## src/rtl/axis_tx_arbiter.sv

```systemverilog
// Packet-atomic round-robin arbiter that merges NUM_SRC AXI-stream sources onto one registered output.
// The output beat is tagged with the index of the source that produced it.
module axis_tx_arbiter #(
  parameter int NUM_SRC         = 4,
  parameter int AXIS_DATA_WIDTH = 8,
  parameter int MAX_BEATS       = 16,
  parameter int ID_WIDTH        = 3
) (
  input  logic                               axis_aclk_i,
  input  logic                               axis_aresetn_i,
  input  logic [NUM_SRC-1:0]                 s_axis_tvalid_i,
  output logic [NUM_SRC-1:0]                 s_axis_tready_o,
  input  logic [NUM_SRC*AXIS_DATA_WIDTH-1:0] s_axis_tdata_i,
  input  logic [NUM_SRC-1:0]                 s_axis_tlast_i,
  input  logic                               m_axis_tready_i,
  output logic                               m_axis_tvalid_o,
  output logic [AXIS_DATA_WIDTH-1:0]         m_axis_tdata_o,
  output logic                               m_axis_tlast_o,
  output logic [ID_WIDTH-1:0]                m_axis_tid_o,
  output logic                               busy_o,
  output logic [NUM_SRC-1:0]                 grant_o
);

  localparam int SW = $clog2(NUM_SRC);
  localparam int BW = (MAX_BEATS > 0) ? $clog2(MAX_BEATS + 1) : 1;
  localparam logic [BW-1:0] LAST_CNT = (MAX_BEATS > 0) ? BW'(MAX_BEATS - 1) : '0;

  // Handshake: a beat moves on an interface at a rising edge where tvalid and tready are both 1;
  // tvalid never depends on tready, and a presented output beat is held until it is taken.

  typedef enum logic {IDLE, LOCK} state_t;

  state_t                     state_q;
  logic [NUM_SRC-1:0]         grant_q;
  logic [SW-1:0]              gidx_q;
  logic [SW-1:0]              rr_ptr_q;
  logic [BW-1:0]              beat_cnt_q;

  logic                       pick_vld;
  logic [SW-1:0]              pick_idx;
  logic [SW-1:0]              scan_idx;
  logic                       src_vld;
  logic                       src_last;
  logic [AXIS_DATA_WIDTH-1:0] src_data;
  logic                       out_ready;
  logic                       accept;
  logic                       load_last;

  // First requester at or after rr_ptr, wrapping modulo NUM_SRC.
  always_comb begin
    pick_vld = 1'b0;
    pick_idx = '0;
    scan_idx = '0;
    for (int i = 0; i < NUM_SRC; i++) begin
      scan_idx = SW'((int'(rr_ptr_q) + i) % NUM_SRC);
      if (!pick_vld && s_axis_tvalid_i[scan_idx]) begin
        pick_vld = 1'b1;
        pick_idx = scan_idx;
      end
    end
  end

  always_comb begin
    src_vld  = 1'b0;
    src_last = 1'b0;
    src_data = '0;
    for (int k = 0; k < NUM_SRC; k++) begin
      if (gidx_q == SW'(k)) begin
        src_vld  = s_axis_tvalid_i[k];
        src_last = s_axis_tlast_i[k];
        src_data = s_axis_tdata_i[k*AXIS_DATA_WIDTH +: AXIS_DATA_WIDTH];
      end
    end
  end

  assign out_ready       = !m_axis_tvalid_o || m_axis_tready_i;
  assign s_axis_tready_o = (state_q == LOCK && out_ready) ? grant_q : '0;
  assign accept          = (state_q == LOCK) && out_ready && src_vld;
  // A burst-limit break looks like a normal end of packet downstream.
  assign load_last       = src_last || ((MAX_BEATS != 0) && (beat_cnt_q == LAST_CNT));
  assign busy_o          = (state_q == LOCK);
  assign grant_o         = grant_q;

  always_ff @(posedge axis_aclk_i or negedge axis_aresetn_i) begin
    if (!axis_aresetn_i) begin
      state_q         <= IDLE;
      grant_q         <= '0;
      gidx_q          <= '0;
      rr_ptr_q        <= '0;
      beat_cnt_q      <= '0;
      m_axis_tvalid_o <= 1'b0;
      m_axis_tdata_o  <= '0;
      m_axis_tlast_o  <= 1'b0;
      m_axis_tid_o    <= '0;
    end else begin
      if (accept) begin
        m_axis_tvalid_o <= 1'b1;
        m_axis_tdata_o  <= src_data;
        m_axis_tlast_o  <= load_last;
        m_axis_tid_o    <= ID_WIDTH'(gidx_q);
      end else if (m_axis_tvalid_o && m_axis_tready_i) begin
        m_axis_tvalid_o <= 1'b0;
      end

      case (state_q)
        IDLE: begin
          if (pick_vld) begin
            state_q    <= LOCK;
            grant_q    <= NUM_SRC'(1) << pick_idx;
            gidx_q     <= pick_idx;
            beat_cnt_q <= '0;
          end
        end
        LOCK: begin
          if (accept) begin
            beat_cnt_q <= beat_cnt_q + 1'b1;
            if (load_last) begin
              state_q  <= IDLE;
              grant_q  <= '0;
              rr_ptr_q <= (gidx_q == SW'(NUM_SRC - 1)) ? '0 : gidx_q + 1'b1;
            end
          end
        end
        default: state_q <= IDLE;
      endcase
    end
  end

endmodule

```

## config.mk

```make
export PLATFORM = sky130hd
export DESIGN_NAME = axis_tx_arbiter
export DESIGN_NICKNAME = d
export VERILOG_FILES = /design/src/rtl/axis_tx_arbiter.sv
export SDC_FILE = /design/constraint.sdc
export NUM_CORES = 1
export LEC_CHECK = 0
export CORE_MARGIN = 5
export CORE_UTILIZATION = 46
export DETAILED_ROUTE_END_ITERATION = 6
export GPL_ROUTABILITY_DRIVEN = 0
export PLACE_DENSITY = 0.89
export SYNTH_ARGS = -nofsm -noshare
export SYNTH_HDL_FRONTEND = slang
export SYNTH_SLANG_ARGS = --single-unit
```

## constraint.sdc

```tcl
create_clock -name axis_aclk_i -period 4.7 [get_ports axis_aclk_i]
set_clock_uncertainty 0.05 [all_clocks]
set_input_delay 1.41 -clock axis_aclk_i [delete_from_list [all_inputs] [get_ports axis_aclk_i]]
set_output_delay 1.41 -clock axis_aclk_i [all_outputs]
set_load 0.03 [all_outputs]
```

==> flow_summary_export.csv <==
group,metric,value,unit
timing,rsz0062_at_grt,"no",
route,wl_per_cell,14.5,microns
layout,area_growth_syn_to_layout,44.2,%
min_path,min_to,"m_axis_tdata_o[4]",
route,drt_iter0_drc,105,
min_path,holdCritStartpoint,"m_axis_tdata_o[4]",
setup_path,cp_slowest_cell,"clkdlybuf4s50_1",
route,ant_nets,0,
clock_tree,cts_root_buf,"clkbuf_4",
synth,ys_warn_count,0,
timing,finalCritPeriodShare,0.943,
setup_path,worstReg2RegEnd,"rr_ptr_q[1]",
setup_path,crit_path_end_kind,"output port",
clock_tree,cts.hold.buffers_added,0,
power,cellPowerDensity,609,mW/mm^2
floorplan,die-area,0.00469,sq mm
setup_path,crit_buf_inv,2,
synth,async_flop_share,1.00,
power,ir_worst_vdd,0.000263,V
timing,min_period,4.43,ns
place,port_buffers,63,
global_route,grt_pass1_vias,1406,
floorplan,fp.coreArea,0.00331,sq mm
status,status,"complete, no violations",
clock_tree,htreeDepth,1,
timing,max_clock_freq,226,MHz
place,post-dp-hpwl,3190,microns
setup_path,r2r-start,"gidx_q[1]",
floorplan,num_io_pins,65,
setup_path,critical_path.top_delay_family,"buffers and inverters",
timing,hold_viol,0,
setup_path,arrival,2.97,ns
setup_path,startpoint_type,"input pin",
layout,layout-drive-gt1-share,0.0462,
power,power,0.00138,W
synth,syn_nets,230,
floorplan,initial_utilization,0.475,
clock_tree,post-cts-setup-buffer-count,0,
min_path,min_path_cells,2,
timing,worstMarginPinSlew,0.853,ns
route,dr.pass1.iters,4,
timing,final-setup-viol-count,0,
floorplan,fp.dieW,68.5,microns
setup_path,critPathMaxFanout,7,
synth,ys_ff_latch,26,
route,wirelength,4110,microns
timing,slew_violations,0,
synth,synth_cell_types,35,
setup_path,regToRegSetupSlack,1.75,ns
clock_tree,cts_resized,0,
global_route,gr-total-overflow,0,
floorplan,rows,21,
global_route,antenna_found_initial,0,
route,via_per_inst,5.35,
route,drc,0,
clock_tree,cts.clk_slew.worst_paths,0.13,ns
clock_tree,clock-sinks,26,
clock_tree,cts_tree,"built",
synth,ys.flop_type,"dfrtp_1",
synth,synth_area,0.00157,sq mm
clock_tree,cts-buffers-inserted,3,
power,power_leakage,1.01,nW
clock_tree,clockBufferDepth,2,
setup_path,crit_chain,"clkdlybuf4s50_1, nand2b_1, and3_1, clkdlybuf4s50_1",
floorplan,die_h,68.5,microns
synth,postSynthCellCount,181,
setup_path,slowest_delay,0.68,ns
global_route,grt_max_degree,36,
synth,postSynthAreaPerCell,8.68,sq um
layout,antenna_cells,0,
timing,setup-tns-final,0,ns
layout,nNetsFinal,288,
setup_path,worst-r2r-cell-count,7,
run,cap_violations,0,
clock_tree,clock_latency,0.32,ns
setup_path,critical_path_class,"in2out",
synth,synth_edf_count,0,
setup_path,crit_required,3.24,ns
global_route,grtUsageTotal,0.180,
route,vias,1518,
timing,relSlewSlack,0.431,
global_route,grt_first_pass_wirelength,6390,microns
synth,yosysSeqAreaShare,0.414,
setup_path,worst_path_most_repeated_cell,"clkdlybuf4s50_1",
min_path,hold_path.class,"reg2reg",
setup_path,path_depth,4,
==> worst reg2reg max path: stages (launching register included) <==
cell and delay [ns]:
dfrtp_1 0.44, inv_1 0.11, ha_1 0.56, nor2b_4 0.09
a221o_1 0.35, a32oi_4 0.71, a21oi_2 0.20, mux2_4 0.35
==> synth_stat cells, types with 3 or more instances <==
cell,number,share of area
ha_1,6,0.048
clkbuf_1,4,0.0096
buf_2,4,0.013
o21ai_0,23,0.073
a21oi_1,20,0.064
nand3_1,4,0.013
a221o_1,4,0.025
and3_1,5,0.020
a22oi_1,8,0.038
dfrtp_1,26,0.41
inv_1,20,0.048
o211ai_1,3,0.014
nand2_1,25,0.060
==> how the worst max path moves through the flow <==
stage | start | endpoint | slack [ns]
floorplan | m_axis_tready_i | s_axis_tready_o[0] | 1.33
global route | m_axis_tready_i | s_axis_tready_o[3] | 0.21
finish | m_axis_tready_i | s_axis_tready_o[0] | 0.27
CTS | m_axis_tready_i | s_axis_tready_o[0] | 0.27
global placement | m_axis_tready_i | s_axis_tready_o[1] | 0.32
detailed placement | m_axis_tready_i | s_axis_tready_o[0] | 0.27
==> placed cells by master, fill, tap and decap left out, types with 3 or more instances in the layout <==
cell,instances
a22oi_1,8
inv_1,20
nand2_1,25
and3_1,5
clkdlybuf4s50_1,63
a221o_1,4
nand3_1,4
o211ai_1,3
ha_1,6
a21oi_1,20
o21ai_0,23
dfrtp_1,26
clkbuf_4,3
==> area by class of cell <==
cell class | count | area (sq um)
clock inverters | 1 | 30.0
well taps | 46 | 57.6
clock buffers | 3 | 22.5
fillers | 280 | 1040
inverters | 20 | 75.1
multi-input cells | 123 | 785
flip-flops and latches | 26 | 651
repair buffers | 65 | 646
==> power breakdown <==
part | internal (W) | leakage [nW] | switching, W | total [W]
registers | 0.000314 | 0.330 | 0.0000614 | 0.000375
clock network | 0.0000862 | 0.0279 | 0.0000660 | 0.000152
logic | 0.000352 | 0.648 | 0.000500 | 0.000853
total | 0.000752 | 1.01 | 0.000628 | 0.00138
==> through the flow <==
step / hold slack [ns] / cells / setup WS, ns / utilization / instance area (sq um)
after floorplan: 0.395 / 181 / 1.33 / - / 1570
after global placement: 0.410 / 280 / 0.323 / 0.669 / 2210
after detailed placement: 0.421 / 280 / 0.273 / 0.669 / 2210
after CTS: 0.447 / 284 / 0.273 / 0.684 / 2270
after global routing: 0.471 / 284 / 0.211 / 0.684 / 2270
final: 0.445 / 284 / 0.266 / 0.684 / 2270
==> registers in the layout, indices dropped and copies added, names as in the netlist <==
register	count
beat_cnt_q	5
rr_ptr_q	2
m_axis_tid_o	2
m_axis_tlast_o	1
gidx_q	2
m_axis_tvalid_o	1
grant_o	4
busy_o	1
m_axis_tdata_o	8
==> layer usage <==
layer | global-route usage | part of all wire | up-vias
li1 | - | - | 749
met1 | 0.212 | 0.40 | 726
met2 | 0.329 | 0.55 | 37
met3 | 0.0361 | 0.039 | 6
met4 | 0.0471 | 0.011 | 0
met5 | 0 | 0 | -
==> logic make-up after synthesis <==
| family | synth area share |
|---|---|
| other | 0.00239 |
| AO/OA/AOI/OAI | 0.302 |
| multiplexers | 0.00955 |
| buffers and inverters | 0.0868 |
| AND/OR/NAND/NOR | 0.138 |
| adder cells (fa/ha/maj) | 0.0478 |
| flip-flops | 0.414 |
(Power assumes the default switching activity.)
